**src/rtl/ebus_arb_pkg.sv**
```systemverilog
// Shared defaults, lane slice type and the odd-parity helper for the EBUS lane arbiter.
package ebus_arb_pkg;

    localparam int LANE_W_DEF = 6;
    localparam int WIDTH_DEF  = 36;
    // Parity helper input width; narrower buses are zero-extended, which leaves parity unchanged.
    localparam int PAR_MAX_W  = 64;

    typedef logic [LANE_W_DEF-1:0] lane_t;

    function automatic logic odd_parity(input logic [PAR_MAX_W-1:0] d);
        return ~^d;
    endfunction

endpackage

```
**src/rtl/ebus_lane_pick.sv**
```systemverilog
// Per-lane priority pick: lowest-index candidate wins; also reports the runner-up for conflict capture.
module ebus_lane_pick
#(
    parameter  int N_DRV = 24,
    localparam int DW    = $clog2(N_DRV)
) (
    input  logic [N_DRV-1:0] i_cand,
    output logic [DW-1:0]    o_win,
    output logic [DW-1:0]    o_sec,
    output logic             o_any,
    output logic             o_multi
);

    // Scanning downward lets each lower hit push the previous winner into the runner-up slot.
    always_comb begin
        o_win = '0;
        o_sec = '0;
        for (int i = N_DRV - 1; i >= 0; i--) begin
            if (i_cand[i]) begin
                o_sec = o_win;
                o_win = DW'(i);
            end
        end
    end

    assign o_any   = |i_cand;
    assign o_multi = |(i_cand & (i_cand - N_DRV'(1)));

endmodule

```
**src/rtl/ebus_lane_arb.sv**
```systemverilog
// EBUS lane arbiter: per-lane priority merge, registered odd parity, sticky conflict/stuck diagnostics.
// Define EBUS_CONFLICT_LOG_EN to build the conflict logging outputs; otherwise they are tied to 0.
module ebus_lane_arb
    import ebus_arb_pkg::*;
#(
    parameter  int N_DRV     = 24,
    parameter  int WIDTH     = WIDTH_DEF,
    parameter  int LANE_W    = LANE_W_DEF,
    parameter  int STUCK_MAX = 1024,
    localparam int LANES     = WIDTH / LANE_W,
    localparam int DW        = $clog2(N_DRV),
    localparam int LW        = $clog2(LANES)
) (
    input  logic                   clk,
    input  logic                   reset_l,
    input  logic [N_DRV-1:0]       drv_driving,
    input  logic [N_DRV*WIDTH-1:0] drv_data,
    input  logic [N_DRV*LANES-1:0] drv_lanes,
    input  logic                   diag_clr,
    output logic [WIDTH-1:0]       ebus_data,
    output logic                   ebus_parity,
    output logic                   ebus_parity_active,
    output logic [LANES*DW-1:0]    lane_owner,
    output logic                   conflict,
    output logic [LW-1:0]          conflict_lane,
    output logic [2*DW-1:0]        conflict_drv,
    output logic [7:0]             conflict_cnt,
    output logic                   stuck,
    output logic [DW-1:0]          stuck_drv
);

    localparam logic [15:0] RUN_MAX = 16'(STUCK_MAX);

    logic [LANES-1:0][N_DRV-1:0] w_cand;
    logic [LANES-1:0][DW-1:0]    w_win;
    logic [LANES-1:0][DW-1:0]    w_sec;
    logic [LANES-1:0]            w_any;
    logic [LANES-1:0]            w_multi;
    logic [WIDTH-1:0]            w_data;

    // NOTE: every always_comb output gets a default first so no path leaves it unassigned (no latch).
    always_comb begin
        w_cand = '0;
        for (int k = 0; k < LANES; k++) begin
            for (int i = 0; i < N_DRV; i++) begin
                w_cand[k][i] = drv_driving[i] & drv_lanes[i*LANES + k];
            end
        end
    end

    for (genvar k = 0; k < LANES; k++) begin : g_lane
        ebus_lane_pick #(.N_DRV(N_DRV)) u_pick (
            .i_cand  (w_cand[k]),
            .o_win   (w_win[k]),
            .o_sec   (w_sec[k]),
            .o_any   (w_any[k]),
            .o_multi (w_multi[k])
        );
    end

    always_comb begin
        w_data = '0;
        for (int k = 0; k < LANES; k++) begin
            if (w_any[k]) begin
                w_data[k*LANE_W +: LANE_W] = drv_data[int'(w_win[k])*WIDTH + k*LANE_W +: LANE_W];
            end
        end
    end

    logic [WIDTH-1:0]    r_data;
    logic                r_parity;
    logic                r_par_act;
    logic [LANES*DW-1:0] r_owner;

    // NOTE: sequential state uses non-blocking assignments so all registers update from pre-edge values.
    always_ff @(posedge clk or negedge reset_l) begin
        if (!reset_l) begin
            r_data    <= '0;
            r_parity  <= 1'b1;
            r_par_act <= 1'b0;
            r_owner   <= '0;
        end else begin
            r_data    <= w_data;
            r_parity  <= odd_parity(PAR_MAX_W'(w_data));
            r_par_act <= |w_any;
            r_owner   <= w_win;
        end
    end

    assign ebus_data          = r_data;
    assign ebus_parity        = r_parity;
    assign ebus_parity_active = r_par_act;
    assign lane_owner         = r_owner;

`ifdef EBUS_CONFLICT_LOG_EN
    logic            w_conf_any;
    logic [LW-1:0]   w_conf_lane;
    logic [2*DW-1:0] w_conf_pair;
    logic            r_conflict;
    logic [LW-1:0]   r_conflict_lane;
    logic [2*DW-1:0] r_conflict_drv;
    logic [7:0]      r_conflict_cnt;

    always_comb begin
        w_conf_any  = |w_multi;
        w_conf_lane = '0;
        w_conf_pair = '0;
        for (int k = LANES - 1; k >= 0; k--) begin
            if (w_multi[k]) begin
                w_conf_lane = LW'(k);
                w_conf_pair = {w_win[k], w_sec[k]};
            end
        end
    end

    always_ff @(posedge clk or negedge reset_l) begin
        if (!reset_l) begin
            r_conflict      <= 1'b0;
            r_conflict_lane <= '0;
            r_conflict_drv  <= '0;
            r_conflict_cnt  <= '0;
        end else if (diag_clr) begin
            r_conflict      <= 1'b0;
            r_conflict_lane <= '0;
            r_conflict_drv  <= '0;
            r_conflict_cnt  <= '0;
        end else if (w_conf_any) begin
            if (!r_conflict) begin
                r_conflict      <= 1'b1;
                r_conflict_lane <= w_conf_lane;
                r_conflict_drv  <= w_conf_pair;
            end
            if (r_conflict_cnt != 8'hFF) begin
                r_conflict_cnt <= r_conflict_cnt + 8'd1;
            end
        end
    end

    assign conflict      = r_conflict;
    assign conflict_lane = r_conflict_lane;
    assign conflict_drv  = r_conflict_drv;
    assign conflict_cnt  = r_conflict_cnt;
`else
    logic w_unused_conf;
    assign w_unused_conf = ^{w_multi, w_sec};

    assign conflict      = 1'b0;
    assign conflict_lane = '0;
    assign conflict_drv  = '0;
    assign conflict_cnt  = '0;
`endif

    logic [15:0]   r_run [N_DRV];
    logic          r_stuck;
    logic [DW-1:0] r_stuck_drv;
    logic          w_stuck_hit;
    logic [DW-1:0] w_stuck_idx;

    // A driver "reaches" STUCK_MAX on the edge its run counter steps from STUCK_MAX-1.
    always_comb begin
        w_stuck_hit = 1'b0;
        w_stuck_idx = '0;
        for (int i = N_DRV - 1; i >= 0; i--) begin
            if (drv_driving[i] && (r_run[i] == RUN_MAX - 16'd1)) begin
                w_stuck_hit = 1'b1;
                w_stuck_idx = DW'(i);
            end
        end
    end

    // NOTE: the run counters are control state, not storage, so each one is reset explicitly.
    always_ff @(posedge clk or negedge reset_l) begin
        if (!reset_l) begin
            for (int i = 0; i < N_DRV; i++) r_run[i] <= '0;
            r_stuck     <= 1'b0;
            r_stuck_drv <= '0;
        end else if (diag_clr) begin
            for (int i = 0; i < N_DRV; i++) r_run[i] <= '0;
            r_stuck     <= 1'b0;
            r_stuck_drv <= '0;
        end else begin
            for (int i = 0; i < N_DRV; i++) begin
                if (!drv_driving[i]) begin
                    r_run[i] <= '0;
                end else if (r_run[i] != RUN_MAX) begin
                    r_run[i] <= r_run[i] + 16'd1;
                end
            end
            if (!r_stuck && w_stuck_hit) begin
                r_stuck     <= 1'b1;
                r_stuck_drv <= w_stuck_idx;
            end
        end
    end

    assign stuck     = r_stuck;
    assign stuck_drv = r_stuck_drv;

endmodule

```
**config.mk**
```make
export PLATFORM = sky130hd
export DESIGN_NAME = ebus_lane_arb
export DESIGN_NICKNAME = d
export VERILOG_FILES = /design/src/rtl/ebus_arb_pkg.sv /design/src/rtl/ebus_lane_pick.sv /design/src/rtl/ebus_lane_arb.sv
export SDC_FILE = /design/constraint.sdc
export NUM_CORES = 1
export LEC_CHECK = 0
export BUFFER_PORTS_ARGS = -buffer_cell sky130_fd_sc_hd__buf_2
export CAP_MARGIN = 20
export CORE_AREA = 2 2 439 441
export DETAILED_ROUTE_END_ITERATION = 16
export DIE_AREA = 0 0 441 443
export GPL_TIMING_DRIVEN = 0
export SYNTH_ARGS = -nofsm -noshare
export SYNTH_HDL_FRONTEND = slang
export SYNTH_SLANG_ARGS = --single-unit
```
**constraint.sdc**
```tcl
create_clock -name clk -period 2.9 [get_ports clk]
set_input_delay 0.145 -clock clk [delete_from_list [all_inputs] [get_ports clk]]
set_output_delay 0.145 -clock clk [all_outputs]
set_load 0.03 [all_outputs]
```
==> qor.txt <==
Total congestion overflow - 0
Total clock sinks - 458
Critical Path RT - 3.49 ns
Worst flop-to-flop path endpoint - stuck_drv[4]
Sequential share of the synthesized area - 0.346
Place WS - -3.90 ns
Worst skew pair latency - 0.69 ns
H-Tree Depth - 2
Die width - 441 um
Netlist cell types - 93
Sw Ratio - 0.374
Flop-to-flop setup slack - 0.07 ns
Max VDD drop - 473 uV
Clock Power Share - 0.338
Cells after synthesis - 3942
Post-Syn Area per Cell - 8.40 sq um
Core area - 191000 sq um
Final WL - 236000 um
DRC - 0
Reg clk slew, reported paths - 0.06 ns
Result of the run - finished with violations
Area share of the largest cell type after synthesis - 0.345
Area growth syn-to-layout - 46.1%
Worst Path Max Fanout - 7
DR vias/cell - 4.75
Maximum number of pins on one net before global-route repair - 110
Vias in the first global route - 36000
Post-synth EDFFs - 0
Sw power - 8.77 mW
Synth Cell Area - 33100 sq um
Global-route total usage across every layer - 0.229
Num CTS Buffers - 58
Total power per unit cell area - 484 nW/um^2
Design Power - 23.4 mW
Gpl congestion - 1.03
Synth area leader - dfrtp_1
Synth Warn # - 0
Rows - 161
Ys flop type - dfrtp_1
Fin util - 0.253
DRT antenna net count - 0
Layout cells sized above 1 - 0.346
Die area - 195000 sq um
Initial antenna violation count - 148
Worst Path Arrival - 4.66 ns
Worst relative slew slack - 0.310
Slew @ Worst Pin - 1.04 ns
Crit path setup slack, layout - -1.17 ns
Iteration-0 DRC Markers - 3365
IO buf count - 1107
Minimum clock period - 4.07 ns
CTS tree - done
Post-Route Skew - 0.0484 ns
Async SR Flop Fraction - 1.00
Startpoint Class - input pin
Cell Int Power - 14.7 mW
Placed cells - 7622
Fin crit share - 1.40
Fin area - 48400 sq um
Seq cells post-synth - 458
Initial Util - 0.173
DR vias - 37900
Fin nets - 6377
Hold Crit Class - in -> async
Longest Clk Path Bufs - 3
Logic pwr share - 0.375
DIE HEIGHT - 443 um
Reg2Reg Depth - 13
Count leader, synth - nand2_1
IO Pins - 1131
Max cap viols - 0
Root buffer cell - clkbuf_16
Placed cell area - 42500 sq um
Post-Layout Cell Count - 7967
Max Freq - 0.246 GHz
Average wire per standard cell - 29.6 um
Reg power frac - 0.287
Final setup violation count - 6
Hold Vio Cnt, Final - 0
RSZ-0062 raised after global routing - true
P_leak - 21.8 nW
Wire length of the first global-routing pass - 305000 um
Failing checks - setup timing
Worst r2r src - r_run[113]
Top post-synthesis cells by area - dfrtp_1 (35%), mux2i_1 (7.9%), nand2_1 (6.2%)
Hpwl dp - 199000 um
Most frequent cells after synthesis - nand2_1 (545), dfrtp_1 (457), nor2_1 (422)
WS Path Type - in -> reg
DRT Pass-1 Iters - 6
Max-slew violations - 0
Setup crit end kind - flop
## logic make-up after synthesis
kind of cell | count (synthesis) | share of synthesized area
muxes | 306 | 0.0944
buffers and inverters | 324 | 0.0483
adders and majority gates | 48 | 0.0181
xor gates and xnor gates | 310 | 0.0858
AOI/OAI and AO/OA | 658 | 0.137
other | 1 | 0.000113
DFF | 458 | 0.346
and+or+nand+nor | 1837 | 0.270
## how the worst max path moves through the flow
| stage | from | end | slack [ns] | cells past startpoint |
|---|---|---|---|---|
| floorplan | drv_driving[22] | ebus_parity | -0.48 | 19 |
| global placement | reset_l | lane_owner[11] | -8.53 | 1 |
| detailed placement | drv_driving[7] | ebus_parity | -3.90 | 14 |
| CTS | drv_lanes[119] | ebus_parity | -1.35 | 20 |
| global route | drv_driving[21] | ebus_parity | -1.26 | 20 |
| finish | drv_driving[13] | ebus_parity | -1.17 | 18 |
## routing by layer
layer,routed length (um),vias up,GRT usage
met1,92500,18600,0.273
met4,11100,146,0.0886
met5,944,-,0
met2,105000,1785,0.363
li1,-,16900,-
met3,26100,448,0.0959
## sequential cells by signal, summed over array words and instances, names as in the netlist
register,flops
ebus_parity,1
ebus_parity_active,1
ebus_data,36
stuck,1
stuck_drv,5
lane_owner,30
r_run,384
## final cells by class
| type | instances | area [sq um] |
|---|---|---|
| fillers | 20900 | 143000 |
| multi-input cells | 3181 | 21800 |
| flip-flops and latches | 458 | 11500 |
| repair buffers | 1272 | 7330 |
| well taps | 2526 | 3160 |
| plain buffers | 209 | 1850 |
| clock buffers | 78 | 1650 |
| inverters | 114 | 452 |
| clock inverters | 30 | 444 |
| diodes | 99 | 248 |
## power groups by stage
stage / Clock (mW) / Combinational (mW) / Sequential [mW]
2_1_floorplan: 0 / 3.34 / 7.15
3_3_place_gp: 0 / 7.50 / 6.86
3_5_place_dp: 0 / 7.62 / 6.85
4_1_cts: 8.20 / 8.55 / 6.74
5_1_grt: 8.42 / 9.25 / 6.75
6_report: 7.92 / 8.78 / 6.74
## cells in the final DEF (no fill, tap or decap), types with 33 or more instances in the layout
cell and count:
a211oi_1 69, a21oi_1 123, a22oi_1 33, and2_1 49
and3_1 130, buf_2 1102, buf_4 162, buf_6 62
clkbuf_1 66, clkbuf_16 60, dfrtp_1 454, diode_2 99
ha_1 44, inv_1 104, mux2_2 40, mux2i_1 232
nand2_1 528, nand2b_1 42, nand3_1 237, nand4_1 53
nor2_1 399, nor2b_1 45, nor3_1 57, nor4_1 33
o211ai_1 38, o21ai_0 71, or3_1 34, xnor2_1 87
xor2_1 208
## through the flow
stage               hold WS (ns)  TNS (ns)
floorplan                 -0.151    -0.477
global placement           0.464  -3968.02
detailed placement         0.160    -89.13
CTS                     0.000584     -1.90
global route              0.0358     -2.34
finish                    0.0132     -1.96
## worst max-delay path, stage by stage
cell	delay [ns]
buf_6	0.18
a222oi_1	0.13
buf_4	0.17
nand3_1	0.14
o211ai_1	0.18
o211ai_1	0.30
nand2_4	0.17
buf_4	0.21
buf_4	0.19
and3_1	0.16
a311o_1	0.34
a32o_2	0.33
a21oi_4	0.15
buf_12	0.14
xnor3_1	0.30
xnor3_2	0.49
xnor3_2	0.57
xor3_1	0.25
## repair_timing
action | 4_1_cts | 5_1_grt
cloned | 0 | 1
resized for setup | 379 | 192
buffers inserted | 76 | 49
endpoints found under the setup margin | 48 | 23
hold endpoints to repair | 209 | 0
hold buffers | 12 | 0
pin swaps | 64 | 78
No activity file was read; power rests on OpenSTA's default activity.
